$ cat src/rtl/select_next_hop_if.sv
`default_nettype none
// ============================================================================
// Module      : select_next_hop_if
// Description : Control and memory bus bundle for the next-hop selection
//               stage. Signal prefixes are from the selection block's point
//               of view: i_* flow into it, o_* flow out of it.
//   i_en       arm the block and clear the previous result
//   i_start    launch a neighbour scan
//   i_data_in  memory read data (valid the cycle after o_address)
//   o_address  memory byte address (registered)
//   o_wr_en    memory write strobe (registered)
//   o_data_out memory write data (registered)
//   o_next_hop selected neighbour ID, all ones if none
//   o_found    an eligible neighbour was selected
//   o_done     scan complete, held until the next i_en
// Revision    : 1.0 - initial release
// ============================================================================
interface select_next_hop_if #(
   parameter int WORD_WIDTH = 16
);
   logic                  i_en;
   logic                  i_start;
   logic [WORD_WIDTH-1:0] i_data_in;
   logic [10:0]           o_address;
   logic                  o_wr_en;
   logic [WORD_WIDTH-1:0] o_data_out;
   logic [WORD_WIDTH-1:0] o_next_hop;
   logic                  o_found;
   logic                  o_done;

   modport slave (
      input  i_en, i_start, i_data_in,
      output o_address, o_wr_en, o_data_out, o_next_hop, o_found, o_done
   );

   modport master (
      output i_en, i_start, i_data_in,
      input  o_address, o_wr_en, o_data_out, o_next_hop, o_found, o_done
   );
endinterface
`default_nettype wire

$ cat src/rtl/select_next_hop.sv
`default_nettype none
// ============================================================================
// Module      : select_next_hop
// Description : Scans the neighbour table in shared node memory and selects
//               the eligible neighbour (non-zero sink count) with the lowest
//               Q-value; the lowest index wins ties. The chosen ID is written
//               back to the nextHop word and presented on o_next_hop.
//   clk  system clock, posedge
//   rst  synchronous active-high reset
//   bus  select_next_hop_if.slave (control, memory and result signals)
// Revision    : 1.0 - initial release
// ============================================================================
module select_next_hop #(
   parameter int WORD_WIDTH    = 16,
   parameter int MAX_NEIGHBORS = 16
) (
   input  wire logic             clk,
   input  wire logic             rst,
   select_next_hop_if.slave      bus
);

   localparam logic [10:0] C_ADDR_NCNT = 11'h68A;
   localparam logic [10:0] C_ADDR_NHOP = 11'h68C;
   localparam logic [10:0] C_ADDR_SINK = 11'h68E;
   localparam logic [10:0] C_ADDR_QVAL = 11'h1C8;
   localparam logic [10:0] C_ADDR_NID  = 11'h6AE;
   localparam logic [WORD_WIDTH-1:0] C_NO_HOP = '1;

   typedef enum logic [3:0] {
      S_IDLE  = 4'd0,
      S_WAIT  = 4'd1,
      S_NCNT  = 4'd2,
      S_SCNT  = 4'd3,
      S_QVAL  = 4'd4,
      S_NID   = 4'd5,
      S_NEXT  = 4'd6,
      S_WRITE = 4'd7,
      S_WDONE = 4'd8
   } state_t;

   state_t                r_state, w_state;
   logic [4:0]            r_i, w_i;
   logic [4:0]            r_count, w_count;
   logic [WORD_WIDTH-1:0] r_best_q, w_best_q;
   logic [10:0]           r_address, w_address;
   logic                  r_wr_en, w_wr_en;
   logic [WORD_WIDTH-1:0] r_data_out, w_data_out;
   logic [WORD_WIDTH-1:0] r_next_hop, w_next_hop;
   logic                  r_found, w_found;
   logic                  r_done, w_done;

   logic [4:0]            w_count_clamped;
   logic [4:0]            w_i_inc;

   // Word-array element address: base + 2*idx.
   function automatic logic [10:0] f_slot(input logic [10:0] base, input logic [4:0] idx);
      return base + {5'd0, idx, 1'b0};
   endfunction

   assign w_count_clamped = (bus.i_data_in > WORD_WIDTH'(MAX_NEIGHBORS)) ?
                            5'(MAX_NEIGHBORS) : bus.i_data_in[4:0];
   assign w_i_inc = r_i + 5'd1;

   always_comb begin
      w_state    = r_state;
      w_i        = r_i;
      w_count    = r_count;
      w_best_q   = r_best_q;
      w_address  = r_address;
      w_wr_en    = r_wr_en;
      w_data_out = r_data_out;
      w_next_hop = r_next_hop;
      w_found    = r_found;
      w_done     = r_done;

      case (r_state)
         S_IDLE: begin
            if (bus.i_en) begin
               w_done     = 1'b0;
               w_found    = 1'b0;
               w_i        = 5'd0;
               w_next_hop = C_NO_HOP;
               w_address  = C_ADDR_NCNT;
               w_state    = S_WAIT;
            end
         end
         S_WAIT: begin
            if (bus.i_start) begin
               w_address = C_ADDR_NCNT;
               w_state   = S_NCNT;
            end
         end
         S_NCNT: begin
            w_count = w_count_clamped;
            if (w_count_clamped == 5'd0) begin
               w_state = S_WRITE;
            end else begin
               w_address = f_slot(C_ADDR_SINK, 5'd0);
               w_state   = S_SCNT;
            end
         end
         S_SCNT: begin
            // A neighbour with no sinks behind it cannot be a next hop.
            if (bus.i_data_in == '0) begin
               w_state = S_NEXT;
            end else begin
               w_address = f_slot(C_ADDR_QVAL, r_i);
               w_state   = S_QVAL;
            end
         end
         S_QVAL: begin
            // Strict less-than keeps the earlier index on equal Q-values.
            if (!r_found || (bus.i_data_in < r_best_q)) begin
               w_best_q  = bus.i_data_in;
               w_found   = 1'b1;
               w_address = f_slot(C_ADDR_NID, r_i);
               w_state   = S_NID;
            end else begin
               w_state = S_NEXT;
            end
         end
         S_NID: begin
            w_next_hop = bus.i_data_in;
            w_state    = S_NEXT;
         end
         S_NEXT: begin
            w_i = w_i_inc;
            if (w_i_inc == r_count) begin
               w_state = S_WRITE;
            end else begin
               w_address = f_slot(C_ADDR_SINK, w_i_inc);
               w_state   = S_SCNT;
            end
         end
         S_WRITE: begin
            w_address  = C_ADDR_NHOP;
            w_data_out = r_found ? r_next_hop : C_NO_HOP;
            w_wr_en    = 1'b1;
            w_state    = S_WDONE;
         end
         S_WDONE: begin
            w_wr_en = 1'b0;
            w_done  = 1'b1;
            w_state = S_IDLE;
         end
         default: begin
            w_state = S_IDLE;
         end
      endcase
   end

   always_ff @(posedge clk) begin
      if (rst) begin
         r_state    <= S_IDLE;
         r_i        <= 5'd0;
         r_count    <= 5'd0;
         r_best_q   <= '0;
         r_address  <= C_ADDR_NCNT;
         r_wr_en    <= 1'b0;
         r_data_out <= '0;
         r_next_hop <= C_NO_HOP;
         r_found    <= 1'b0;
         r_done     <= 1'b0;
      end else begin
         r_state    <= w_state;
         r_i        <= w_i;
         r_count    <= w_count;
         r_best_q   <= w_best_q;
         r_address  <= w_address;
         r_wr_en    <= w_wr_en;
         r_data_out <= w_data_out;
         r_next_hop <= w_next_hop;
         r_found    <= w_found;
         r_done     <= w_done;
      end
   end

   assign bus.o_address  = r_address;
   assign bus.o_wr_en    = r_wr_en;
   assign bus.o_data_out = r_data_out;
   assign bus.o_next_hop = r_next_hop;
   assign bus.o_found    = r_found;
   assign bus.o_done     = r_done;

endmodule
`default_nettype wire

$ cat src/flat_wrapper.sv
// flat-port wrapper written by rule: the top's interface ports become plain ports
module select_next_hop_flat 
#(
   parameter int WORD_WIDTH    = 16,
   parameter int MAX_NEIGHBORS = 16
)
  (clk, rst, bus_i_en, bus_i_start, bus_i_data_in, bus_o_address, bus_o_wr_en, bus_o_data_out, bus_o_next_hop, bus_o_found, bus_o_done);
  select_next_hop_if #(.WORD_WIDTH(WORD_WIDTH)) bus_i ();
  input  wire logic clk;
  input  wire logic rst;
  input wire logic [$bits(bus_i.i_en)-1:0] bus_i_en;
  input wire logic [$bits(bus_i.i_start)-1:0] bus_i_start;
  input wire logic [$bits(bus_i.i_data_in)-1:0] bus_i_data_in;
  output wire logic [$bits(bus_i.o_address)-1:0] bus_o_address;
  output wire logic [$bits(bus_i.o_wr_en)-1:0] bus_o_wr_en;
  output wire logic [$bits(bus_i.o_data_out)-1:0] bus_o_data_out;
  output wire logic [$bits(bus_i.o_next_hop)-1:0] bus_o_next_hop;
  output wire logic [$bits(bus_i.o_found)-1:0] bus_o_found;
  output wire logic [$bits(bus_i.o_done)-1:0] bus_o_done;
  assign bus_i.i_en = bus_i_en;
  assign bus_i.i_start = bus_i_start;
  assign bus_i.i_data_in = bus_i_data_in;
  assign bus_o_address = bus_i.o_address;
  assign bus_o_wr_en = bus_i.o_wr_en;
  assign bus_o_data_out = bus_i.o_data_out;
  assign bus_o_next_hop = bus_i.o_next_hop;
  assign bus_o_found = bus_i.o_found;
  assign bus_o_done = bus_i.o_done;
  select_next_hop #(.WORD_WIDTH(WORD_WIDTH), .MAX_NEIGHBORS(MAX_NEIGHBORS)) u_core (.clk(clk), .rst(rst), .bus(bus_i));
endmodule
$ cat config.mk
export PLATFORM = sky130hd
export DESIGN_NAME = select_next_hop_flat
export DESIGN_NICKNAME = d
export VERILOG_FILES = /design/src/rtl/select_next_hop_if.sv /design/src/rtl/select_next_hop.sv /design/src/flat_wrapper.sv
export SDC_FILE = /design/constraint.sdc
export NUM_CORES = 1
export LEC_CHECK = 0
export ABC_AREA = 1
export CAP_MARGIN = 20
export CORE_ASPECT_RATIO = 0.6
export CORE_MARGIN = 4
export CORE_UTILIZATION = 50
export CTS_CLUSTER_SIZE = 24
export DETAILED_ROUTE_END_ITERATION = 6
export PLACE_DENSITY = 0.76
export SLEW_MARGIN = 20
export SYNTH_ARGS = -nofsm -noshare
export SYNTH_HDL_FRONTEND = slang
export SYNTH_SLANG_ARGS = --single-unit
$ cat constraint.sdc
create_clock -name clk -period 3.8 [get_ports clk]
set_input_delay 0.76 -clock clk [delete_from_list [all_inputs] [get_ports clk]]
set_output_delay 0.76 -clock clk [all_outputs]
set_load 0.01 [all_outputs]
### After elaboration in Yosys (flattened, before gate mapping)

Index checks and enable logic that the tools add are counted.

* add/sub/neg operators: 4
* order comparisons: 2
* eq/ne operators: 15
* mux-type cells: 25
* reduce and logical (&&, ||, !) cells: 18

Operators with widths (count)
* one-hot mux 11 bit (7 select lines): 1
* two-way mux 11 bit: 6
* two-way mux 16 bit: 2
* one-hot mux 16 bit (2 select lines): 1
* one-hot mux 4 bit (8 select lines): 1
* adder 10 x 7 -> 11 bit, first input constant: 2
* == test 4 x 3 -> 1 bit, second input constant: 4
* > comparator 16 x 5 -> 1 bit, second input constant: 1
* zero test 16 bit: 1
* < comparator 16 bit: 1
* adder 9 x 6 -> 10 bit, first input constant: 1
* two-way mux 5 bit: 2
* != test 2 bit, second input constant: 5
* one-hot mux 5 bit (2 select lines): 1
* AND reduction 2 bit: 5
* nonzero test 2 bit: 5
* == test 4 x 2 -> 1 bit, second input constant: 2
* two-way mux 4 bit: 2
* AND reduction 7 bit: 1
* nonzero test 7 bit: 1
* two-way mux 3 bit: 2
* one-hot mux 1 bit (2 select lines): 3
* adder 5 x 1 -> 5 bit, second input constant: 1
* == test 5 bit: 1
* other kinds (10): 12

* bits in registers: 76
* output and inout port bits: 46

### Longest topological paths before layout

* depth in word-level cells: 5
* depth in mapped cells: 15
* mapped depth without buffers: 15

### Least setup slack after synthesis

OpenSTA, ideal clock, no wires.

* kind: input to register
* start: input bus_i_data_in[5]
* end: register u_core.r_best_q[10]
* setup time: 0.132 ns
* arrival: 2.007 ns
* required time: 3.668 ns
* slack: 1.661 ns
* stages: 12
* buffers on the path: 1
* path through: ha_1 a21oi_1 nor2_1 nor3_1 nand2_1 nand2_1 nand2_1 nand2_2 nand2_2 buf_4 nand2_1 a21oi_1

* cells in the longest elaborated chain, start to end: 3

RTL lines
* start: declaration: line flat_wrapper.sv:13 `input wire logic [$bits(bus_i.i_data_in)-1:0] bus_i_data_in;`
* < comparator 16 bit: line select_next_hop.sv:113 `if (!r_found || (bus.i_data_in < r_best_q)) begin`
* logical OR 1 bit: line select_next_hop.sv:113
* AND reduction 2 bit (no source line)
* end signal: assignment: line select_next_hop.sv:168 `r_best_q <= w_best_q;`
* end: declaration: line select_next_hop.sv:44 `logic [WORD_WIDTH-1:0] r_best_q, w_best_q;`

Every way passes these cells.
A chain may end at the register's enable or synchronous reset.

### Worst setup path after layout

* start: input bus_i_data_in[14]
* end: register u_core.r_address[8], in the netlist u_core.bus.o_address[8]

* cells in the longest elaborated chain, start to end: 5
* elaborated cells between the ends (all ways): 10
* those cells by class: 2 x order compare; 3 x eq/ne; 1 x mux; 4 x reduce/logical

RTL lines
* > comparator 16 x 5 -> 1 bit: line select_next_hop.sv:60 `assign w_count_clamped = (bus.i_data_in > WORD_WIDTH'(MAX_NEIGHBORS)) ?`
* two-way mux 5 bit: line select_next_hop.sv:60
* zero test 5 bit: line select_next_hop.sv:95 `if (w_count_clamped == 5'd0) begin`
* != test 2 bit (no source line)
* AND reduction 7 bit (no source line) (*)
* end signal: assignment: line select_next_hop.sv:169 `r_address <= w_address;`
* end: declaration: line select_next_hop.sv:45 `logic [10:0] r_address, w_address;`

Mark *: on every way between the ends. The rest lies on a longest branch, timed or not.

==> results.yml <==
worst_setup_path:
  start_kind: "primary input"
  critical_path_class: "in2reg"
  cp_data_required_time_ns: 4.03
  cp_slowest_cell: "clkdlybuf4s50_1"
  cp-end-kind: "flip-flop"
  crit_chain: "clkdlybuf4s50_1 > ha_1 > nand2_1 > inv_1 > nand3_1 > nor3_1 > nand2_1 > nand2_1 > nand3_1 > nand2_4 > inv_2 > nor2_1 > nor2_1"
  crit_buf_inv: 3
  cp_max_fo: 11
  cpPeakStageDelay_ns: 0.52
  crit_family: "simple AND/OR/NAND/NOR gates"
  cp.arrival_ns: 3.00
  crit_top_cell: "nand2_1"
clock_network:
  insertion_delay_ns: 0.34
  cts_setup_buffers: 0
  cts_root_buf: "clkbuf_16"
  cts_buffers: 9
  cts_resized: 0
  cts_hold_buf: 0
  clk_pin_slew_ns: 0.06
  tritoncts: "built"
  ctsLongestPathBuffers: 2
  cts_max_level: 3
  cts_sinks: 75
yosys:
  syn_inst: 521
  yosys.cell_types.count: 32
  synth_nets: 561
  postSynthAreaPerCell_um2: 7.14
  yosysTopAreaCellShare: 0.403
  synth_edf_count: 0
  ys_seq_elements: 75
  yosysTopAreaCell: "dfxtp_1"
  synth_area_leaders: "dfxtp_1 40%, nand2_1 13%, a21oi_1 7.1%"
  seq_area_frac_synth: 0.403
  synth_area_mm2: 0.00372
  synth_warnings: 0
  async_reset_ff_frac: 0
  yosys_most_used_dff: "dfxtp_1"
route:
  vias_per_cell: 5.40
  wl_per_cell_um: 15.9
  drt-met1-wl_mm: 5.46
  drtIter0Drc: 384
  drt_first_pass_iters: 7
  vias: 3704
  met3_length_mm: 1.03
  top_layer: "met4"
  ant_nets: 0
  wl_met2_mm: 4.26
  route.detailed.drc: 0
  wl_mm: 10.9
floorplanning:
  die_h_um: 74.8
  coreArea_mm2: 0.00724
  row_count: 24
  dieArea_mm2: 0.00893
  initial_core_util: 0.514
  ios: 66
  die_w_um: 119
grt:
  first_global_vias: 3426
  track_usage: 0.257
  grt-ovfl-total: 0
  grt_max_degree: 46
  antenna_found_initial: 0
  grt_pass1_wl_mm: 17.9
timing:
  tightestPinTransition_ns: 0.936
  fin_skew_ns: 0.00711
  fmax_mhz: 361
  maxSlewViolCount: 0
  layout_setup_ws_ns: 1.03
  period_minus_slack_ns: 2.77
  maxSlewHeadroom: 0.375
  setup_viol_count_final: 0
  fin_crit_sh: 0.729
  rsz0062_at_grt: "no"
  finalSetupTns_ns: 0
  hold_violations: 0
hold_path:
  hold_path.class: "reg2reg"
finish:
  mostFrequentLayoutCells: "124 x nand2_1, 75 x dfxtp_1, 64 x clkdlybuf4s50_1"
  drive_gt1_frac: 0.0515
  syn_to_final_growth_pct: 26.0
  fin_util: 0.648
  mostFrequentLayoutCell: "nand2_1"
  nNetsFinal: 617
  diodes: 0
run:
  maxCapViolations: 0
placed_design:
  portBuffers: 64
  gp_congestion: 0.907
  dp_hpwl_mm: 7.79
  place_ws_ns: 0.758
pwr:
  ir_worst_vdd_uv: 273
  p_leak_nw: 1.85
  power_density_mw_per_mm2: 499
run_status:
  status: "completed"
## logic make-up after synthesis
group,synth area share
buf+inv,0.0891
compound gates,0.150
fa+ha+maj,0.0672
xor+xnor,0.0185
other cells,0.00101
flops,0.403
simple gates,0.271
## state kept, by name, summed over array words and instances (netlist names)
signal                 cells
u_core.bus.o_address      10
u_core.bus.o_data_out     16
u_core.bus.o_done          1
u_core.bus.o_found         1
u_core.bus.o_next_hop     16
u_core.bus.o_wr_en         1
u_core.r_best_q           16
u_core.r_count             5
u_core.r_i                 5
u_core.r_state             4
## worst register-to-register path, cell delays in order, from the launching register on
cell and delay [ns]:
dfxtp_1 0.40, inv_1 0.11, nor2_1 0.16, inv_2 0.07, nor2_4 0.29, clkinv_1 0.59
nand4_1 0.37, o2111ai_1 0.16, nand3_1 0.11, nand3_1 0.08
## cell usage after synthesis (2+ instances only)
cell	count
nand2_1	124
dfxtp_1	75
inv_1	54
a21oi_1	53
nand3_1	48
nor2_1	41
o21ai_0	24
ha_1	20
o22ai_1	17
clkbuf_1	11
buf_2	7
nor3_1	7
xor2_1	5
nand4_1	4
inv_2	3
nor2_2	3
o211ai_1	3
a31oi_1	2
buf_4	2
buf_6	2
nand2_2	2
nor2_4	2
o21a_1	2
or2_2	2
## through the flow
step	power (mW)	hold slack, ns	instances	area [um^2]
floorplan	1.28	0.439	521	3720
global placement	1.49	0.439	670	4400
detailed placement	1.50	0.450	670	4400
CTS	2.34	0.462	686	4690
global route	2.47	0.481	686	4690
finish	2.34	0.459	686	4690
## final cells by class
cell class / count / area (um^2)
fill: 643 / 2550
tap: 104 / 130
clock inverter: 2 / 35.0
multi-input combinational: 366 / 1890
clock buffer: 14 / 254
inverter: 58 / 218
timing repair buffer: 67 / 663
sequential: 75 / 1500
## power by group
| group | switching (mW) | total (mW) | internal (mW) | leakage (nW) |
|---|---|---|---|---|
| clock | 0.314 | 0.840 | 0.526 | 0.141 |
| sequential | 0.0515 | 0.903 | 0.852 | 0.607 |
| combinational | 0.370 | 0.599 | 0.228 | 1.10 |
## final timing paths
check,cells after the start,slack (ns),end,start
setup / recovery,13,1.03,u_core.bus.o_address[8],bus_i_data_in[14]
hold / removal,2,0.46,u_core.bus.o_address[10],u_core.bus.o_address[10]
setup reg to reg,9,1.31,u_core.bus.o_address[1],u_core.r_state[2]
hold reg to reg,2,0.46,u_core.bus.o_address[10],u_core.bus.o_address[10]
## metal layers
layer / global-route usage / vias up
li1: - / 1824
met3: 0.0766 / 18
met5: 0 / -
met4: 0.0749 / 0
met2: 0.344 / 166
met1: 0.395 / 1696
(Power assumes the default switching activity.)
